<file path="config.mk">
export PLATFORM = sky130hd
export DESIGN_NAME = johnson_monitor
export DESIGN_NICKNAME = d
export VERILOG_FILES = /design/src/rtl/johnson_monitor.sv
export SDC_FILE = /design/constraint.sdc
export NUM_CORES = 1
export LEC_CHECK = 0
export CAP_MARGIN = 40
export CORE_MARGIN = 10
export CORE_UTILIZATION = 53
export CTS_CLUSTER_SIZE = 30
export DETAILED_ROUTE_END_ITERATION = 8
export PLACE_DENSITY = 0.79
export SETUP_SLACK_MARGIN = 0.5
export SYNTH_ARGS = -nofsm -noshare
export SYNTH_HDL_FRONTEND = slang
export SYNTH_SLANG_ARGS = --single-unit
</file>
<file path="constraint.sdc">
create_clock -name clk -period 2.6 [get_ports clk]
set_input_delay 0.52 -clock clk [delete_from_list [all_inputs] [get_ports clk]]
set_output_delay 0.52 -clock clk [all_outputs]
set_load 0.02 [all_outputs]
</file>
<file path="src/rtl/johnson_monitor.sv">
// johnson_monitor: decodes a 4-bit Johnson code to a 3-bit count, checks
// every sampled code for legality and every step for +1 progress, and tracks
// lock/fault state with a saturating error counter.
// Optional feature macro: JMON_WRAP_CNT_EN adds the `wraps` port and counter.
module johnson_monitor #(
  parameter int LOCK_N = 4,
  parameter int ERR_W  = 8
`ifdef JMON_WRAP_CNT_EN
  ,
  parameter int WRAP_W = 8
`endif
) (
  input  logic             clk,
  input  logic             rst,
  input  logic             clr,
  input  logic             en,
  input  logic [3:0]       q,
  output logic [2:0]       count,
  output logic             code_valid,
  output logic             locked,
  output logic             fault,
  output logic             err,
  output logic [ERR_W-1:0] err_cnt
`ifdef JMON_WRAP_CNT_EN
  ,
  output logic [WRAP_W-1:0] wraps
`endif
);

  typedef enum logic [1:0] {
    ST_IDLE   = 2'd0,
    ST_TRACK  = 2'd1,
    ST_LOCKED = 2'd2,
    ST_FAULT  = 2'd3
  } state_e;

  localparam logic [3:0] LOCK_CNT = 4'(LOCK_N);

  state_e           state_q, state_d;
  logic [2:0]       count_q, count_d;     // also serves as the previous legal sample
  logic             valid_q, valid_d;
  logic [3:0]       good_q, good_d;
  logic             err_q, err_d;
  logic [ERR_W-1:0] err_cnt_q, err_cnt_d;

  logic             dec_legal;
  logic [2:0]       dec_val;
  logic             step_good;
  logic             step_hold;
  logic             lock_reach;

  // Decode the Johnson code; the eight non-Johnson patterns are illegal.
  always_comb begin
    // NOTE: every combinational output gets a default first, so no path leaves it unassigned and infers a latch.
    dec_legal = 1'b1;
    dec_val   = 3'd0;
    case (q)
      4'b0000: dec_val = 3'd0;
      4'b0001: dec_val = 3'd1;
      4'b0011: dec_val = 3'd2;
      4'b0111: dec_val = 3'd3;
      4'b1111: dec_val = 3'd4;
      4'b1110: dec_val = 3'd5;
      4'b1100: dec_val = 3'd6;
      4'b1000: dec_val = 3'd7;
      default: dec_legal = 1'b0;
    endcase
  end

  // Step classification against the previous legal sample (3-bit add wraps 7->0).
  assign step_good  = dec_legal && (dec_val == count_q + 3'd1);
  assign step_hold  = dec_legal && (dec_val == count_q);
  assign lock_reach = (good_q + 4'd1) == LOCK_CNT;

  // Next-state logic for the lock FSM, decoded count and error counter.
  always_comb begin
    state_d   = state_q;
    count_d   = count_q;
    valid_d   = valid_q;
    good_d    = good_q;
    err_d     = 1'b0;
    err_cnt_d = err_cnt_q;
    if (clr) begin
      state_d   = ST_IDLE;
      count_d   = 3'd0;
      valid_d   = 1'b0;
      good_d    = 4'd0;
      err_cnt_d = '0;
    end else if (en) begin
      valid_d = dec_legal;
      if (dec_legal) count_d = dec_val;
      case (state_q)
        ST_IDLE: begin
          if (dec_legal) begin
            state_d = ST_TRACK;
            good_d  = 4'd0;
          end else begin
            err_d = 1'b1;
          end
        end
        ST_TRACK: begin
          if (!dec_legal) begin
            state_d = ST_IDLE;
            err_d   = 1'b1;
          end else if (step_good) begin
            good_d = good_q + 4'd1;
            if (lock_reach) state_d = ST_LOCKED;
          end else if (!step_hold) begin
            good_d = 4'd0;
            err_d  = 1'b1;
          end
        end
        ST_LOCKED: begin
          if (!(step_good || step_hold)) begin
            state_d = ST_FAULT;
            err_d   = 1'b1;
          end
        end
        default: begin
          // FAULT is sticky; only illegal codes still report errors.
          if (!dec_legal) err_d = 1'b1;
        end
      endcase
      if (err_d && (err_cnt_q != '1)) err_cnt_d = err_cnt_q + ERR_W'(1);
    end
  end

  // State register with synchronous active-high reset.
  always_ff @(posedge clk) begin
    if (rst) begin
      // NOTE: non-blocking assignments so every flop captures pre-edge values regardless of statement order.
      state_q   <= ST_IDLE;
      count_q   <= 3'd0;
      valid_q   <= 1'b0;
      good_q    <= 4'd0;
      err_q     <= 1'b0;
      err_cnt_q <= '0;
    end else begin
      state_q   <= state_d;
      count_q   <= count_d;
      valid_q   <= valid_d;
      good_q    <= good_d;
      err_q     <= err_d;
      err_cnt_q <= err_cnt_d;
    end
  end

`ifdef JMON_WRAP_CNT_EN
  logic [WRAP_W-1:0] wraps_q, wraps_d;
  logic              wrap_hit;

  // A good 7->0 step counts only while locked, including the locking sample.
  always_comb begin
    wrap_hit = en && !clr && step_good && (count_q == 3'd7) &&
               ((state_q == ST_LOCKED) || ((state_q == ST_TRACK) && lock_reach));
    wraps_d  = wraps_q;
    if (clr)           wraps_d = '0;
    else if (wrap_hit) wraps_d = wraps_q + WRAP_W'(1);
  end

  // Wrap counter register; rolls over modulo 2^WRAP_W.
  always_ff @(posedge clk) begin
    if (rst) wraps_q <= '0;
    else     wraps_q <= wraps_d;
  end

  assign wraps = wraps_q;
`endif

  assign count      = count_q;
  assign code_valid = valid_q;
  assign locked     = (state_q == ST_LOCKED);
  assign fault      = (state_q == ST_FAULT);
  assign err        = err_q;
  assign err_cnt    = err_cnt_q;

endmodule

</file>
==> results.yml, run 1 <==
final_layout:
  final_nets: 252
  antennaDiodeCount: 0
  layout_commonest_cell: "buf_4"
  design_area_mm2: 0.00219
  n_fill_cell: 129
  multi_input_area_mm2: 0.00117
  mostFrequentLayoutCells: "30 x buf_4, 17 x clkdlybuf4s50_1, 16 x nand2_1"
  area_growth_pct: 50.8
  drive_gt1_share_pct: 38.6
  final_core_util_pct: 86.1
  ff_latch_area_um2: 393
clock_tree:
  path_clk_slew_ns: 0.12
  clockBufferDepth: 2
  cts-hold-fix-buffers: 0
  htreeDepth: 1
  tritoncts: "done"
  insertion_delay_ns: 0.32
  clockRootBuffer: "clkbuf_4"
  cts_num_sinks: 19
  numCtsBuffers: 3
synth:
  ys.flop_type: "dfxtp_1"
  ys_ff_latch: 19
  synth_compound_area_share_pct: 23.7
  synth_xor_area_share_pct: 2.41
  netlist_instances: 178
  yosysWarnings: 0
  yosysTopAreaCellShare_pct: 26.2
  synth_fp_nets: 196
  yosysTopAreaCell: "dfxtp_1"
  synth-seq-area-share_pct: 26.2
  synth_enable_flop_cells: 0
  synth_cell_types: 51
  synthSimpleGateAreaFrac_pct: 26.2
  synth_top_family_by_area: "simple AND/OR/NAND/NOR gates"
  synth_mux_area_share_pct: 7.23
  async_reset_ff_share_pct: 0
  synth_area_leaders: "dfxtp_1 26%, ha_1 8.6%, nand2_1 4.6%"
  synthAdderAreaFrac_pct: 8.61
  avgSynthCellArea_um2: 8.17
  syn_area_mm2: 0.00145
placement:
  pre_cts_ws_ns: -0.438
  dpl_cell_area_mm2: 0.00190
  place.gp.congestion: 0.858
  dp_hpwl_um: 3100
  portBuffers: 22
worst_setup_path:
  crit_type: "in2reg"
  r2r-start: "count[0]$_SDFFE_PP0P_"
  cp.required_ns: 2.86
  critPathMaxFanout: 9
  cp_common_cell: "buf_6"
  path_buf_inv: 4
  crit_chain: "buf_8 -> buf_6 -> buf_6 -> nand4b_1 -> o211ai_1 -> a211oi_2 -> buf_4 -> nor2_4 -> a2111o_1 -> mux2_4 -> nor2_1"
  critPathMaxStageDelay_ns: 0.48
  reg2reg_depth: 7
  reg2reg_slack_ns: 0.48
  worstSetupStartpointType: "input pin"
  r2r-end: "err_cnt[7]$_SDFFE_PP0P_"
  slowest_stage: "a2111o_1"
  crit_family: "compound AO/OA/AOI/OAI gates"
  timing.critical_path.arrival_ns: 2.41
  cp-end-kind: "register"
sta:
  fmax_mhz: 466
  post-route-period-util_pct: 82.5
  slew_violations: 0
  rsz0062_at_grt: "true"
  fin_skew_ns: 0.0150
  final-hold-violation-count: 0
  layout_min_cycle_time_ns: 2.15
  tns_ns: 0
  relSlewSlack_pct: 59.9
  setup_viol: 0
  worst_slew_pin_slew_ns: 0.600
  setup_ws_ns: 0.454
run:
  maxCapViolations: 0
route:
  vias: 1675
  dr.pass1.iters: 4
  wl_per_cell_um: 18.2
  drt_iter0_drc: 144
  routed_wirelength_um: 4780
  drt-vias-per-instance: 6.37
  ant_nets: 0
  post-route-drc-count: 0
power_and_ir_drop:
  power_leakage_nw: 0.871
  p_per_area_mw_per_mm2: 314
  peakVddDrop_mv: 0.362
  finalPower_mw: 0.687
global_routing:
  grt_util_all_layers_pct: 17.0
  grt_antenna_before_repair: 0
  grt_pass1_wl_um: 7360
  grt_pass1_vias: 1595
  grt_overflow: 0
  grt_max_degree: 13
die:
  design.core.area_mm2: 0.00254
  start_util_pct: 57.1
  row_count: 18
  die_width_um: 72.4
  die_height_um: 72.4
  ioPinCount: 23
  die-area_mm2: 0.00524
hold_path:
  hp-class: "reg2reg"
  min_to: "code_valid$_SDFFE_PP0P_"
  min_from: "code_valid$_SDFFE_PP0P_"
  hold_depth: 2
run_status:
  status: "completed"
-- cell usage after synthesis (4+ instances only) --
cell	number
clkbuf_1	4
ha_1	10
or2_2	4
xnor2_1	4
inv_1	9
nand2b_1	6
dfxtp_1	19
nand3_1	7
mux2i_1	6
a21oi_1	7
o21ai_0	8
a211oi_1	5
nor2_1	14
nand2_1	18
-- sequential cells by signal, summed over array words and instances, names as in the netlist --
name and cells:
err 1, err_cnt 8, count 3, state_q 2, good_q 4, code_valid 1
-- cell families (layout without fill, tap and decap cells) --
logic type / count (synthesis) / count (layout)
flops: 19 / 19
mux: 9 / 9
xor+xnor: 4 / 4
fa+ha+maj: 10 / 10
buf+inv: 17 / 72
compound gates: 47 / 47
simple gates: 72 / 72
-- stage by stage --
| stage | instances | hold slack [ns] |
|---|---|---|
| global placement | 247 | 0.457 |
| CTS | 260 | 0.494 |
| finish | 263 | 0.494 |
| detailed placement | 247 | 0.477 |
| global route | 263 | 0.528 |
| floorplan | 178 | 0.483 |
-- layer usage --
layer	part of all wire, %	wire length [µm]	GRT usage, %	vias up
met4	3.0	144	5.91	0
met1	39	1870	18.4	805
met2	51	2420	30.0	86
met3	7.4	353	5.71	18
met5	0	0	0	-
li1	-	-	-	766
-- tightest hold or removal path: stages, from the launching register on --
cell      delay (ns)
dfxtp_1         0.33
nand2b_1        0.07
a21oi_1         0.06
-- worst max path at each step --
stage          slack [ns]                       to  depth (start not counted)                  start
2_1_floorplan        0.42   good_q[0]$_SDFFE_PP0P_                          8                   q[0]
3_3_place_gp        -0.39  err_cnt[6]$_SDFFE_PP0P_                         11                   q[1]
3_5_place_dp        -0.44  err_cnt[5]$_SDFFE_PP0P_                         10                   q[3]
4_1_cts              0.49  err_cnt[7]$_SDFFE_PP0P_                          7  count[0]$_SDFFE_PP0P_
5_1_grt              0.39   good_q[0]$_SDFFE_PP0P_                         11                   q[3]
6_report             0.45   good_q[0]$_SDFFE_PP0P_                         11                   q[3]
-- final cells by class --
cell class / instances / share of cell area [%]
clock buffer: 3 / 1.03
clock inverter: 1 / 0.228
inverter: 9 / 1.54
multi-input combinational: 142 / 53.3
sequential: 19 / 17.9
tap: 30 / 1.71
timing repair buffer: 59 / 24.3
-- report_power, final --
group | leakage [nW] | total (mW) | internal [mW] | switching, mW
Sequential | 0.156 | 0.298 | 0.293 | 0.00504
Clock | 0.0177 | 0.158 | 0.0576 | 0.100
Combinational | 0.697 | 0.232 | 0.119 | 0.112
-- repair_timing --
item                                    in CTS  in global routing
pin swaps                                   11                  7
buffers inserted                             9                  3
endpoints found under the setup margin      16                 12
gates resized for setup                     53                 13
No activity file was read; power rests on OpenSTA's default activity.
==> run 2, diff against run 1 <==
- clock period: 2.6 -> 2 ns (I/O delays scaled with it)
==> results.yml, run 2 (same netlist as run 1, synthesis figures left out) <==
final_layout:
  antennaDiodeCount: 0
  area_growth_pct: 47.0
  n_fill_cell: 167
  largest_reg_flops: 8
  mostFrequentLayoutCells: "29 x buf_4, 13 x nand2_1, 13 x dfxtp_1"
  drive_gt1_share_pct: 44.8
  fin_cells: 260
  design_area_mm2: 0.00214
  final_core_util_pct: 84.0
  final_nets: 249
  layout_commonest_cell: "buf_4"
sta:
  fin_skew_ns: 0.00572
  relSlewSlack_pct: 77.4
  timing.hold.ws_ns: 0.486
  worst_slew_pin_slew_ns: 0.334
  slew_violations: 0
  setup_viol: 6
  fmax_mhz: 495
  final-hold-violation-count: 0
  post-route-period-util_pct: 101
  setup_ws_ns: -0.0199
  layout_min_cycle_time_ns: 2.02
  rsz0062_at_grt: "true"
die:
  die_width_um: 72.4
  die-area_mm2: 0.00524
  start_util_pct: 57.1
  ioPinCount: 23
  row_count: 18
  die_height_um: 72.4
  design.core.area_mm2: 0.00254
worst_setup_path:
  worstSetupStartpointType: "register"
  cp-end-kind: "register"
  crit_type: "reg2reg"
  cp.required_ns: 2.22
  timing.critical_path.arrival_ns: 2.24
  critPathMaxFanout: 5
clock_tree:
  insertion_delay_ns: 0.31
  htreeDepth: 1
  numCtsBuffers: 3
  clockBufferDepth: 2
  cts-hold-fix-buffers: 0
  tritoncts: "done"
  path_clk_slew_ns: 0.12
  clockRootBuffer: "clkbuf_4"
  cts_num_sinks: 19
run:
  maxCapViolations: 0
route:
  routed_wirelength_um: 4370
  post-route-drc-count: 0
  drt-vias-per-instance: 6.05
  ant_nets: 0
  drt_iter0_drc: 109
  dr.pass1.iters: 4
  vias: 1573
  wl_per_cell_um: 16.8
power_and_ir_drop:
  peakVddDrop_mv: 0.513
  p_per_area_mw_per_mm2: 407
  power_leakage_nw: 0.888
  finalPower_mw: 0.869
global_routing:
  grt_antenna_before_repair: 0
  grt_util_all_layers_pct: 15.6
  grt_overflow: 0
  grt_max_degree: 18
  grt_pass1_wl_um: 6970
  grt_pass1_vias: 1598
run_status:
  violations: "setup timing"
  status: "finished, violations left"
placement:
  place.gp.congestion: 0.832
  portBuffers: 22
  dp_hpwl_um: 3090
  placedCellCount: 251
  dpl_cell_area_mm2: 0.00196
hold_path:
  hp-class: "reg2reg"
==> run 2: changes by cell type in the layout (fill, tap and decap cells not counted), sizes merged <==
| cell | previous run | this run |
|---|---|---|
| clkdlybuf4s50 | 17 | 3 |
| clkdlybuf4s15 | 0 | 4 |
| dlygate4sd2 | 1 | 4 |
| clkbuf | 3 | 7 |
==> run 2: report_power, final <==
group	switching, mW	internal, mW	leakage (nW)
Combinational	0.138	0.137	0.713
Clock	0.132	0.0748	0.0177
Sequential	0.00648	0.381	0.157
==> run 2: worst max-delay path: stages, from the launching register on <==
cell      delay [ns]
dfxtp_2         0.35
ha_4            0.26
mux4_2          0.52
a21boi_2        0.18
buf_4           0.14
o211a_4         0.19
a211oi_1        0.08
a31o_2          0.21
==> run 2: what timing repair did <==
item / in CTS / in global routing
pin swaps: 10 / 10
setup endpoints to repair: 33 / 25
resized for setup: 71 / 28
buffers inserted: 4 / 1
==> run 2: final cells by class <==
cell class	count	area, µm²	share of cell area, %
Multi-Input combinational cell	142	1180	55.3
Timing Repair Buffer	56	458	21.4
Clock buffer	3	22.5	1.05
Clock inverter	1	5.00	0.234
Tap cell	30	37.5	1.76
Inverter	9	36.3	1.70
Sequential cell	19	395	18.5
==> run 2: final timing paths <==
path	to	cells past startpoint	slack [ns]	startpoint
min	code_valid$_SDFFE_PP0P_	2	0.49	code_valid$_SDFFE_PP0P_
min reg2reg	code_valid$_SDFFE_PP0P_	2	0.49	code_valid$_SDFFE_PP0P_
max reg2reg	err_cnt[6]$_SDFFE_PP0P_	7	-0.02	count[0]$_SDFFE_PP0P_
max	err_cnt[6]$_SDFFE_PP0P_	7	-0.02	count[0]$_SDFFE_PP0P_
==> run 2: routing by layer <==
layer	part of all wire, %	GRT usage, %	up-vias
met5	0	0	-
met1	42	17.9	761
met4	1.4	5.06	0
li1	-	-	760
met3	4.8	3.27	7
met2	52	27.7	45
==> run 2: metrics by stage <==
stage                     TNS (ns)  setup WS [ns]
after floorplan             -0.261        -0.0622
after global placement      -10.20         -0.735
after detailed placement    -11.01         -0.798
after CTS                   -0.121        -0.0290
after global routing        -0.716         -0.112
final                      -0.0850        -0.0199
==> run 3, diff against run 2 <==
- CORE_MARGIN: 10 -> 5
- CORE_UTILIZATION: 53 -> 57
- PLACE_DENSITY: 0.79 -> 0.84
- clock period: 2 -> 2.4 ns (I/O delays scaled with it)
==> results.yml, run 3 (same netlist as run 1, synthesis figures left out) <==
run_status:
  status: "completed"
global_routing:
  grt_pass1_vias: 1619
  grt_antenna_before_repair: 0
  grt_util_all_layers_pct: 27.6
  grt_pass1_wl_um: 7730
  grt_max_degree: 12
  grt_overflow: 0
final_layout:
  antennaDiodeCount: 0
  design_area_mm2: 0.00232
  largest_reg_flops: 8
  multi_input_area_mm2: 0.00126
  layout_commonest_cell: "buf_4"
  n_fill_cell: 77
  area_growth_pct: 59.8
  mostFrequentLayoutCells: "26 x buf_4, 15 x dfxtp_1, 13 x nand2_1, 13 x buf_6, 12 x nor2_1"
  final_core_util_pct: 94.6
  ff_latch_area_um2: 393
  drive_gt1_share_pct: 42.7
  fin_cells: 264
  final_nets: 253
placement:
  dpl_cell_area_mm2: 0.00188
  dp_hpwl_um: 2770
  pre_cts_ws_ns: -0.482
  placedCellCount: 243
  portBuffers: 22
  place.gp.congestion: 0.908
worst_setup_path:
  cp.required_ns: 2.65
  worstSetupStartpointType: "register"
  cp-end-kind: "register"
  critPathMaxFanout: 6
  path_buf_inv: 0
  startpoint: "count[1]$_SDFFE_PP0P_"
  crit_family: "multiplexers"
  slowest_stage: "mux4_2"
  critPathMaxStageDelay_ns: 0.56
  timing.critical_path.arrival_ns: 2.48
  r2r-start: "count[1]$_SDFFE_PP0P_"
  crit_type: "reg2reg"
  crit_chain: "ha_4 -> mux4_2 -> a21boi_4 -> o211ai_4 -> or3_1 -> a21oi_1"
route:
  drt_iter0_drc: 191
  routed_wirelength_um: 6130
  dr.pass1.iters: 7
  routed-wl-met3_um: 571
  wl_per_cell_um: 23.2
  post-route-drc-count: 0
  vias: 1833
  drt-vias-per-instance: 6.94
  highest_layer: "met4"
  met1_length_um: 2320
  dr_wl_met2_um: 2970
  ant_nets: 0
clock_tree:
  cts_num_sinks: 19
  numCtsBuffers: 3
  htreeDepth: 1
  path_clk_slew_ns: 0.15
  clockBufferDepth: 2
  clockRootBuffer: "clkbuf_4"
  tritoncts: "done"
  insertion_delay_ns: 0.33
hold_path:
  hp-class: "reg2reg"
  min_from: "code_valid$_SDFFE_PP0P_"
power_and_ir_drop:
  finalPower_mw: 0.818
  p_per_area_mw_per_mm2: 352
  power_leakage_nw: 0.986
  peakVddDrop_mv: 0.416
sta:
  setup_ws_ns: 0.170
  timing.hold.ws_ns: 0.528
  worst_slew_pin_slew_ns: 0.688
  relSlewSlack_pct: 53.9
  setup_viol: 0
  post-route-period-util_pct: 92.9
  slew_violations: 0
  tns_ns: 0
  final-hold-violation-count: 0
  fin_skew_ns: 0.00806
  fmax_mhz: 448
  layout_min_cycle_time_ns: 2.23
  rsz0062_at_grt: "true"
die:
  row_count: 18
  design.core.area_mm2: 0.00245
  die_height_um: 60.5
  ioPinCount: 23
  die-area_mm2: 0.00366
  die_width_um: 60.5
  start_util_pct: 59.2
run:
  maxCapViolations: 0
==> run 3: cell types whose count changed in the layout (fill, tap and decap cells not counted), sizes merged <==
| cell | previous run | this run |
|---|---|---|
| clkdlybuf4s50 | 3 | 10 |
| buf | 41 | 42 |
| dlygate4sd2 | 4 | 3 |
| dlymetal6s2s | 0 | 4 |
| clkbuf | 7 | 4 |
| clkdlybuf4s15 | 4 | 0 |
==> run 3: report_power, final <==
part	leakage (nW)	switching, mW	internal [mW]	total, mW
clock	0.0177	0.135	0.0625	0.198
sequential	0.156	0.00615	0.318	0.324
combinational	0.812	0.150	0.147	0.296
==> run 3: layer usage <==
| layer | track usage, % | up-vias |
|---|---|---|
| met3 | 4.68 | 40 |
| met2 | 47.8 | 155 |
| met4 | 11.5 | 0 |
| met1 | 33.9 | 865 |
| met5 | 0 | - |
| li1 | - | 773 |
==> run 3: layout make-up <==
| class | instances | share of cell area, % |
|---|---|---|
| multi-input cells | 142 | 54.4 |
| well taps | 30 | 1.62 |
| clock buffers | 3 | 0.969 |
| inverters | 9 | 1.45 |
| repair buffers | 60 | 24.4 |
| clock inverters | 1 | 0.215 |
| flip-flops and latches | 19 | 16.9 |
==> run 3: final timing paths <==
kind	end	slack, ns	depth (start not counted)
worst max-delay path	err_cnt[5]$_SDFFE_PP0P_	0.17	6
worst min-delay path	code_valid$_SDFFE_PP0P_	0.53	2
worst max register to register	err_cnt[5]$_SDFFE_PP0P_	0.17	6
worst min register to register	code_valid$_SDFFE_PP0P_	0.53	2
==> run 3: timing repair <==
item | 4_1_cts | 5_1_grt
pin swaps | 20 | 22
endpoints found under the hold margin | 0 | 0
setup buffers | 8 | 9
hold buffers | 0 | 0
resized for setup | 57 | 36
endpoints found under the setup margin | 21 | 19
==> run 3: worst reg2reg max path, stage by stage, from the launching register on <==
cell and delay, ns:
dfxtp_4 0.39, ha_4 0.27, mux4_2 0.56, a21boi_4 0.23, o211ai_4 0.15, or3_1 0.37
a21oi_1 0.17
